File: src/rtl/board_link_ctrl_if.sv
// Local-side handshake bundle of board_link_ctrl.
//   tx_req     : per-channel send request, held until the matching tx_ack
//   tx_data    : 4 x 7-bit payloads, channel i in bits [7i+6:7i]
//   tx_ack     : one-cycle pulse when channel i's payload has been latched
//   rx_valid   : one-cycle pulse, a frame from the peer has arrived
//   rx_channel : channel of the received frame
//   rx_data    : payload of the received frame
// master = local game logic, slave = link controller.
interface board_link_ctrl_if;
  logic [3:0]  tx_req;
  logic [27:0] tx_data;
  logic [3:0]  tx_ack;
  logic        rx_valid;
  logic [1:0]  rx_channel;
  logic [6:0]  rx_data;

  modport master (
    output tx_req, tx_data,
    input  tx_ack, rx_valid, rx_channel, rx_data
  );

  modport slave (
    input  tx_req, tx_data,
    output tx_ack, rx_valid, rx_channel, rx_data
  );
endinterface

File: src/rtl/board_link_ctrl.sv
// Inter-board link controller for the 11-bit parallel check_in/check_out bus.
// Four local requesters share the outgoing bus through round-robin arbitration;
// each word is framed by a toggle strobe and completed by the peer's toggle
// acknowledge. Frames from the peer are delivered on the rx_* handshake.
// Bus format (both directions): [10] tx toggle, [9] ack toggle,
// [8:7] channel, [6:0] payload.
// Ports:
//   clk, rst   : clock and synchronous active-high reset
//   lnk        : local handshake bundle (slave side)
//   check_in   : raw bus from the peer, asynchronous
//   check_out  : registered bus to the peer
//   link_busy  : high while the TX FSM is not idle
//   link_err   : ack timeout flag, cleared when the ack finally arrives
module board_link_ctrl #(
  parameter int unsigned NREQ         = 4,
  parameter int unsigned SETUP_CYCLES = 3,
  parameter int unsigned INIT_CYCLES  = 8,
  parameter logic [15:0] TIMEOUT      = 16'd50000
) (
  input  logic               clk,
  input  logic               rst,
  board_link_ctrl_if.slave   lnk,
  input  logic [10:0]        check_in,
  output logic [10:0]        check_out,
  output logic               link_busy,
  output logic               link_err
);

  typedef enum logic [1:0] {
    S_INIT,
    S_IDLE,
    S_SETUP,
    S_WAIT_ACK
  } state_t;

  localparam logic [15:0] INIT_LAST  = 16'(INIT_CYCLES - 1);
  localparam logic [15:0] SETUP_LAST = 16'(SETUP_CYCLES - 1);

  state_t      state, state_nxt;
  logic [10:0] sync1, s_in;
  logic        tx_tgl, ack_tgl, rx_seen;
  logic [8:0]  out_word;
  logic [1:0]  ptr;
  logic [15:0] cnt;

  logic        gnt_vld;
  logic [1:0]  gnt_idx, idx;
  logic [6:0]  gnt_data;
  logic        ld_frame, flip_tgl, ack_ok;

  // Every check_out bit is a flop output.
  assign check_out = {tx_tgl, ack_tgl, out_word};

  always_ff @(posedge clk) begin
    if (rst) begin
      sync1 <= '0;
      s_in  <= '0;
    end else begin
      sync1 <= check_in;
      s_in  <= sync1;
    end
  end

  // Round-robin: first requester at or after ptr, wrapping.
  always_comb begin
    gnt_vld  = 1'b0;
    gnt_idx  = '0;
    gnt_data = '0;
    idx      = '0;
    for (int unsigned i = 0; i < NREQ; i++) begin
      idx = ptr + 2'(i);
      if (!gnt_vld && lnk.tx_req[idx]) begin
        gnt_vld = 1'b1;
        gnt_idx = idx;
      end
    end
    for (int unsigned i = 0; i < NREQ; i++) begin
      if (gnt_idx == 2'(i)) gnt_data = lnk.tx_data[7*i +: 7];
    end
  end

  always_ff @(posedge clk) begin
    if (rst) state <= S_INIT;
    else     state <= state_nxt;
  end

  always_comb begin
    state_nxt = state;
    case (state)
      S_INIT:     if (cnt == INIT_LAST)    state_nxt = S_IDLE;
      S_IDLE:     if (gnt_vld)             state_nxt = S_SETUP;
      S_SETUP:    if (cnt == SETUP_LAST)   state_nxt = S_WAIT_ACK;
      S_WAIT_ACK: if (s_in[9] == tx_tgl)   state_nxt = S_IDLE;
      default:                             state_nxt = S_INIT;
    endcase
  end

  always_comb begin
    link_busy = (state != S_IDLE);
    ld_frame  = (state == S_IDLE) && gnt_vld;
    flip_tgl  = (state == S_SETUP) && (cnt == SETUP_LAST);
    ack_ok    = (state == S_WAIT_ACK) && (s_in[9] == tx_tgl);
  end

  // One counter serves INIT, SETUP and the WAIT_ACK timeout; it restarts on
  // every state change and saturates at TIMEOUT.
  always_ff @(posedge clk) begin
    if (rst)                     cnt <= '0;
    else if (state_nxt != state) cnt <= '0;
    else if (cnt != TIMEOUT)     cnt <= cnt + 16'd1;
  end

  always_ff @(posedge clk) begin
    if (rst) begin
      tx_tgl     <= 1'b0;
      out_word   <= '0;
      ptr        <= '0;
      lnk.tx_ack <= '0;
      link_err   <= 1'b0;
    end else begin
      lnk.tx_ack <= '0;
      // INIT adopts the peer's ack so that both sides start in agreement.
      if (state == S_INIT) tx_tgl <= s_in[9];
      else if (flip_tgl)   tx_tgl <= ~tx_tgl;
      if (ld_frame) begin
        out_word   <= {gnt_idx, gnt_data};
        lnk.tx_ack <= 4'b0001 << gnt_idx;
        ptr        <= gnt_idx + 2'd1;
      end
      if (ack_ok)
        link_err <= 1'b0;
      else if ((state == S_WAIT_ACK) && (cnt == TIMEOUT - 16'd1))
        link_err <= 1'b1;
    end
  end

  // Receiver runs independently of the TX FSM except during INIT.
  always_ff @(posedge clk) begin
    if (rst) begin
      rx_seen        <= 1'b0;
      ack_tgl        <= 1'b0;
      lnk.rx_valid   <= 1'b0;
      lnk.rx_channel <= '0;
      lnk.rx_data    <= '0;
    end else if (state == S_INIT) begin
      rx_seen      <= s_in[10];
      ack_tgl      <= s_in[10];
      lnk.rx_valid <= 1'b0;
    end else begin
      lnk.rx_valid <= 1'b0;
      if (s_in[10] != rx_seen) begin
        rx_seen        <= s_in[10];
        ack_tgl        <= s_in[10];
        lnk.rx_channel <= s_in[8:7];
        lnk.rx_data    <= s_in[6:0];
        lnk.rx_valid   <= 1'b1;
      end
    end
  end

endmodule
File: src/flat_wrapper.sv
// flat-port wrapper written by rule: the top's interface ports become plain ports
module board_link_ctrl_flat 
#(
  parameter int unsigned NREQ         = 4,
  parameter int unsigned SETUP_CYCLES = 3,
  parameter int unsigned INIT_CYCLES  = 8,
  parameter logic [15:0] TIMEOUT      = 16'd50000
)
  (clk, rst, check_in, check_out, link_busy, link_err, lnk_tx_req, lnk_tx_data, lnk_tx_ack, lnk_rx_valid, lnk_rx_channel, lnk_rx_data);
  board_link_ctrl_if lnk_i ();
  input  logic clk;
  input  logic rst;
  input  logic [10:0] check_in;
  output logic [10:0] check_out;
  output logic link_busy;
  output logic link_err;
  input wire logic [$bits(lnk_i.tx_req)-1:0] lnk_tx_req;
  input wire logic [$bits(lnk_i.tx_data)-1:0] lnk_tx_data;
  output wire logic [$bits(lnk_i.tx_ack)-1:0] lnk_tx_ack;
  output wire logic [$bits(lnk_i.rx_valid)-1:0] lnk_rx_valid;
  output wire logic [$bits(lnk_i.rx_channel)-1:0] lnk_rx_channel;
  output wire logic [$bits(lnk_i.rx_data)-1:0] lnk_rx_data;
  assign lnk_i.tx_req = lnk_tx_req;
  assign lnk_i.tx_data = lnk_tx_data;
  assign lnk_tx_ack = lnk_i.tx_ack;
  assign lnk_rx_valid = lnk_i.rx_valid;
  assign lnk_rx_channel = lnk_i.rx_channel;
  assign lnk_rx_data = lnk_i.rx_data;
  board_link_ctrl #(.NREQ(NREQ), .SETUP_CYCLES(SETUP_CYCLES), .INIT_CYCLES(INIT_CYCLES), .TIMEOUT(TIMEOUT)) u_core (.clk(clk), .rst(rst), .lnk(lnk_i), .check_in(check_in), .check_out(check_out), .link_busy(link_busy), .link_err(link_err));
endmodule
File: config.mk
export PLATFORM = sky130hd
export DESIGN_NAME = board_link_ctrl_flat
export DESIGN_NICKNAME = d
export VERILOG_FILES = /design/src/rtl/board_link_ctrl_if.sv /design/src/rtl/board_link_ctrl.sv /design/src/flat_wrapper.sv
export SDC_FILE = /design/constraint.sdc
export NUM_CORES = 1
export LEC_CHECK = 0
export ABC_AREA = 1
export BUFFER_PORTS_ARGS = -buffer_cell sky130_fd_sc_hd__buf_2
export CAP_MARGIN = 20
export CORE_MARGIN = 4
export CORE_UTILIZATION = 49
export DETAILED_ROUTE_END_ITERATION = 7
export PLACE_DENSITY = 0.75
export SYNTH_ARGS = -nofsm -noshare
export SYNTH_HDL_FRONTEND = slang
export SYNTH_SLANG_ARGS = --single-unit
File: constraint.sdc
create_clock -name clk -period 2.6 [get_ports clk]
set_input_delay 0.65 -clock clk [delete_from_list [all_inputs] [get_ports clk]]
set_output_delay 0.65 -clock clk [all_outputs]
set_load 0.03 [all_outputs]
* Word-level counts from Yosys, hierarchy flattened *
Cells that the tools add are included.

word-level totals
  bits in writable memories = 0
  bits in latches = 0
  output and inout port bits = 27
  bits in read-only memories = 0
  memories kept = 0
  bits of input ports = 45
  flip-flop bits (word level) = 68
  word-level logic and storage cells = 89

operators by class
  muxes and demuxes = 30
  add/subtract/negate cells = 5
  $lt $le $gt $ge = 4
  multiply operators = 0
  equal/unequal tests = 14
  bitwise logic cells = 3
  reduce and logical (&&, ||, !) cells = 19
  div/mod/pow operators = 0
  shifts and indexed selects = 1

operators by type and width
  cell                   count
  $mux 7                 4
  $add 16x1->16 const B  1
  $eq 16x16->1 const B   1
  $eq 16x2->1 const B    1
  $eq 16x3->1 const B    1
  $mux 2                 8
  $ne 16x16->1 const B   1
  $mux 1                 13
  $lt 2x3->1 const B     4
  $bmux 1 s2             4
  $eq 2x2->1 const B     4
  $pmux 2 s4             1
  $reduce_or 2->1        4
  $logic_and 1x1->1      7
  $add 2x1->2 const B    2
  $add 2x2->2 const B    2
  $eq 2x1->1 const B     2
  $logic_not 2->1        2
  $reduce_bool 2->1      2
  $shl 1x2->4 const A    1
  $logic_not 1->1        3
  $not 1->1              3
  $ne 2x1->1 const B     1
  $ne 2x2->1             1
  3 further kinds        3

* Longest topological paths before layout *
  word-level depth = 17
  gate-level depth with buffers = 21
  mapped depth without buffers = 20

* Worst setup path after synthesis *
OpenSTA, ideal clock, no wires.

  kind = input-to-reg
  from = input lnk_tx_req[1]
  to = register u_core.out_word[5]
  path buffers = 1
  stages on the path = 17
  path slack = 16 ps
  setup time = 64 ps
  arrival time = 2520 ps
  required time = 2536 ps
  path through = inv_1 -> nand2_2 -> nand3_1 -> nand2_2 -> nor2_4 -> nand3_4 -> nand2_1 -> inv_1 -> ha_1 -> clkbuf_1 -> nor2_1 -> nand2_1 -> a22oi_1 -> mux2i_1 -> nand2_1 -> nand2_1 -> nor2_1

on the way
  longest elaborated chain between the ends = 17
  elaborated cells on any way between the ends = 31
  those cells by class = eq/ne: 3; mux: 20; reduce/logical: 8

ends and longest elaborated chain
  what                          line                    source
  start, declared               flat_wrapper.sv:17      input wire logic [$bits(lnk_i.tx_req)-1:0] lnk_tx_req;
  $bmux 1 s2                    board_link_ctrl.sv:72   if (!gnt_vld && lnk.tx_req[idx]) begin
  $mux 1 (implied by the code)  board_link_ctrl.sv:72
  $mux 1                        board_link_ctrl.sv:72
  $logic_not 1->1               board_link_ctrl.sv:72
  $logic_and 1x1->1             board_link_ctrl.sv:72
  $mux 1                        board_link_ctrl.sv:72
  $logic_not 1->1               board_link_ctrl.sv:72
  $logic_and 1x1->1             board_link_ctrl.sv:72
  $mux 1                        board_link_ctrl.sv:72
  $logic_not 1->1               board_link_ctrl.sv:72
  $logic_and 1x1->1             board_link_ctrl.sv:72
  $mux 2 *                      board_link_ctrl.sv:72
  named net u_core.gnt_idx[0]   board_link_ctrl.sv:47   logic [1:0] gnt_idx, idx;
  $logic_not 2->1               board_link_ctrl.sv:78   if (gnt_idx == 2'(i)) gnt_data = lnk.tx_data[7*i +: 7];
  $mux 7 (3 in series)          board_link_ctrl.sv:78
  $mux 7 *                      board_link_ctrl.sv:78
  end signal, assigned          board_link_ctrl.sv:126  out_word <= {gnt_idx, gnt_data};
  end, declared                 board_link_ctrl.sv:42   logic [8:0] out_word;

The timed path passes the listed nets; every way through them passes the cells marked *. The select of a mux whose other input is x is not followed.
A chain may end at the register's enable or synchronous reset.

* Worst setup path after layout *
  from = register u_core.ptr[0]
  to = register u_core.out_word[1]

on the way
  longest elaborated chain between the ends = 17
  elaborated cells on any way between the ends = 34
  those cells by class = add/sub: 3; eq/ne: 3; mux: 20; reduce/logical: 8

ends and longest elaborated chain
  what                                                                  line                    source
  start, declared                                                       board_link_ctrl.sv:43   logic [1:0] ptr;
  start signal, assigned                                                board_link_ctrl.sv:128  ptr <= gnt_idx + 2'd1;
  parallel branches: the longest is 17 deep, another holds $add 2x1->2  --

Parallel ways; which one is timed is not known. The select of a mux whose other input is x is not followed.

==> reports/results.tsv <==
metric	value	unit
number of fill cells	585	
Synth Warn #	0	
Syn Inst Count	444	
Max Cap Viol	0	
synthesized flop and latch total	68	
Top Ports	72	
pwr dens	553	mW/mm^2
synth-to-layout area growth	20.7	%
FP Rows	29	
core area	0.00639	sq mm
Peak VDD IR	0.320	mV
top cells by count, synth	86 x nor2_1, 80 x nand2_1, 74 x inv_1, 68 x dfxtp_1, 18 x nand3_1	
htree depth	3	
Static Leakage	1.92	nW
RSZ-0062 raised after global routing	false	
Worst Tran Pin Value	0.497	ns
Slew Limit Fails	0	
area of the multi-input gates	0.00151	sq mm
synthesized area per cell	7.31	sq um
clock sink count	68	
DRC	0	
Die Y	89.4	microns
Seq/Total Area, Yosys	41.9	%
Synth Net Count	496	
fmax	436	MHz
Clk Latency, worst-skew pair	0.36	ns
Num CTS Buffers	9	
Max FO, Critical Path	14	
Final Core Density	61.3	%
Max clock buf depth	2	
outcome	complete, no violations	
worst endpoint required time	2.86	ns
total chip power	0.00217	W
layout cell share with drive strength beyond 1	23.9	%
Hold-fix buffers, CTS	0	
Worst-path clk slew	0.08	ns
setup_tns	0	ns
Register Area	0.00136	sq mm
Slew Limit Headroom	66.8	%
Final #Nets	574	
routed wire length	6420	microns
Post-synth ARST share	0	%
clock root buffer master	clkbuf_8	
Worst Hold Margin	0.399	ns
top-area cell type share of the netlist area	41.9	%
crit path DAT	2.56	ns
top cells by area, synth	dfxtp_1 42%, nor2_1 9.9%, nand2_1 9.3%	
part of the cycle the worst path needs	88.3	%
Total GRT Usage	17.2	%
Initial Util	50.8	%
antenna-violating nets left	0	
Yosys cell types	30	
GRT overflow	0	
Via density	4.67	
Reg2Reg Setup Slack	0.30	ns
crit start category	flop	
Post-synth EDFFs	0	
WL per Instance	10.6	microns
DP Wirelength	4750	microns
Worst Skew	0.00645	ns
Placed Area	0.00370	sq mm
cell taking the most area after synthesis	dfxtp_1	
chip width	89.4	microns
worst setup path category	reg -> reg	
largest net degree at the start of global routing	29	
fin crit period	2.30	ns
TritonRoute pass-1 iters	4	
Final Hold Viols	0	
n_diodes	0	
GPL Wtd Cong	0.821	
worst hold path type	reg -> reg	
Via Count	2821	
number of global-route vias before repair	2569	
Setup crit end kind	flop	
top_reg_cell synth	dfxtp_1	
CTS tree	yes	
synthesized area	0.00325	sq mm
final setup vio count	0	
initial antenna violation count	0	
# port buffers	71	
global-route wire length before repair	10700	microns
Die Area	0.00799	sq mm
Final Instance Area	0.00392	sq mm
count leader, synth	nor2_1	
detailed router's first-iteration violation count	104	
## critical path, cell delays in order, from the launching register on
cell,delay (ns)
dfxtp_2,0.34
inv_2,0.13
nand2_1,0.09
nand3_1,0.11
nand2_2,0.09
inv_1,0.08
nand2_1,0.05
nand2_1,0.05
nand2_1,0.05
inv_1,0.06
nand2_1,0.10
buf_4,0.16
ha_1,0.22
buf_12,0.15
a21oi_1,0.12
a22oi_1,0.08
mux2i_1,0.17
nand2_1,0.08
nand2_1,0.06
nor2_1,0.04
## repair_timing
action / in CTS / in global routing
setup endpoints to repair: 0 / 7
resized for setup: 0 / 5
setup buffers: 0 / 0
## cell usage in the layout (no fill, tap or decap), drive strengths merged, types with 2 or more instances in the layout
cell type,netlist,routed
nor2,99,99
nand2,87,87
inv,79,83
buf,8,80
dfxtp,68,68
nand3,19,19
xor2,15,15
o21ai,12,12
a21oi,10,10
clkbuf,5,9
nor3,7,7
a22oi,7,7
mux2i,7,7
ha,7,7
nand4,6,6
nor4,4,4
clkinv,1,2
## where the power goes
| group | internal, W | total (W) | switching [W] | leakage [nW] |
|---|---|---|---|---|
| clock network | 0.000457 | 0.000895 | 0.000438 | 0.101 |
| logic | 0.0000866 | 0.000198 | 0.000112 | 1.27 |
| registers | 0.00106 | 0.00107 | 0.00000995 | 0.554 |
## cells by family (layout without fill, tap and decap cells)
kind of cell / after synthesis / count (layout) / share of synthesized area (%)
XOR/XNOR: 16 / 16 / 4.32
AO/OA/AOI/OAI: 31 / 31 / 5.44
adder cells (fa/ha/maj): 7 / 7 / 2.70
flip-flops: 68 / 68 / 41.9
buffers and inverters: 93 / 176 / 11.8
AND/OR/NAND/NOR: 222 / 222 / 31.7
multiplexers: 7 / 7 / 2.16
## path summary, 6_finish.rpt
| kind | startpoint | endpoint | depth (start not counted) |
|---|---|---|---|
| max reg2reg | u_core.ptr[0] | u_core.out_word[1] | 19 |
| min | u_core.sync1[7] | u_core.s_in[7] | 2 |
| min reg2reg | u_core.sync1[7] | u_core.s_in[7] | 2 |
| max | u_core.ptr[0] | u_core.out_word[1] | 19 |
## through the flow
stage / worst slack (ns) / cells
after floorplan: 0.0160 / 444
after global placement: -0.0744 / 588
after detailed placement: -0.128 / 588
after CTS: 0.137 / 604
after global routing: 0.0262 / 604
final: 0.305 / 604
## flip-flops by register name (all words and copies together) (netlist names)
register / count
u_core.cnt: 16
u_core.tx_tgl: 1
u_core.sync1: 11
u_core.s_in: 11
u_core.lnk.tx_ack: 4
u_core.link_err: 1
u_core.out_word: 9
u_core.lnk.rx_data: 7
u_core.ptr: 2
u_core.lnk.rx_channel: 2
u_core.ack_tgl: 1
u_core.state: 2
u_core.lnk.rx_valid: 1
## layout make-up
| class | instances | area share (%) |
|---|---|---|
| inverter | 80 | 7.73 |
| clock buffer | 9 | 3.16 |
| tap | 77 | 2.46 |
| sequential | 68 | 34.8 |
| timing repair buffer | 80 | 11.2 |
| multi-input combinational | 283 | 38.5 |
| clock inverter | 7 | 2.08 |
## routing by layer
metal	global-route usage (%)	share of wire [%]	up-vias
met5	0	0	-
met4	10.3	3.2	0
met3	4.24	6.8	17
met2	28.7	45	73
met1	19.9	45	1224
li1	-	-	1507
No activity file was read; power rests on OpenSTA's default activity.
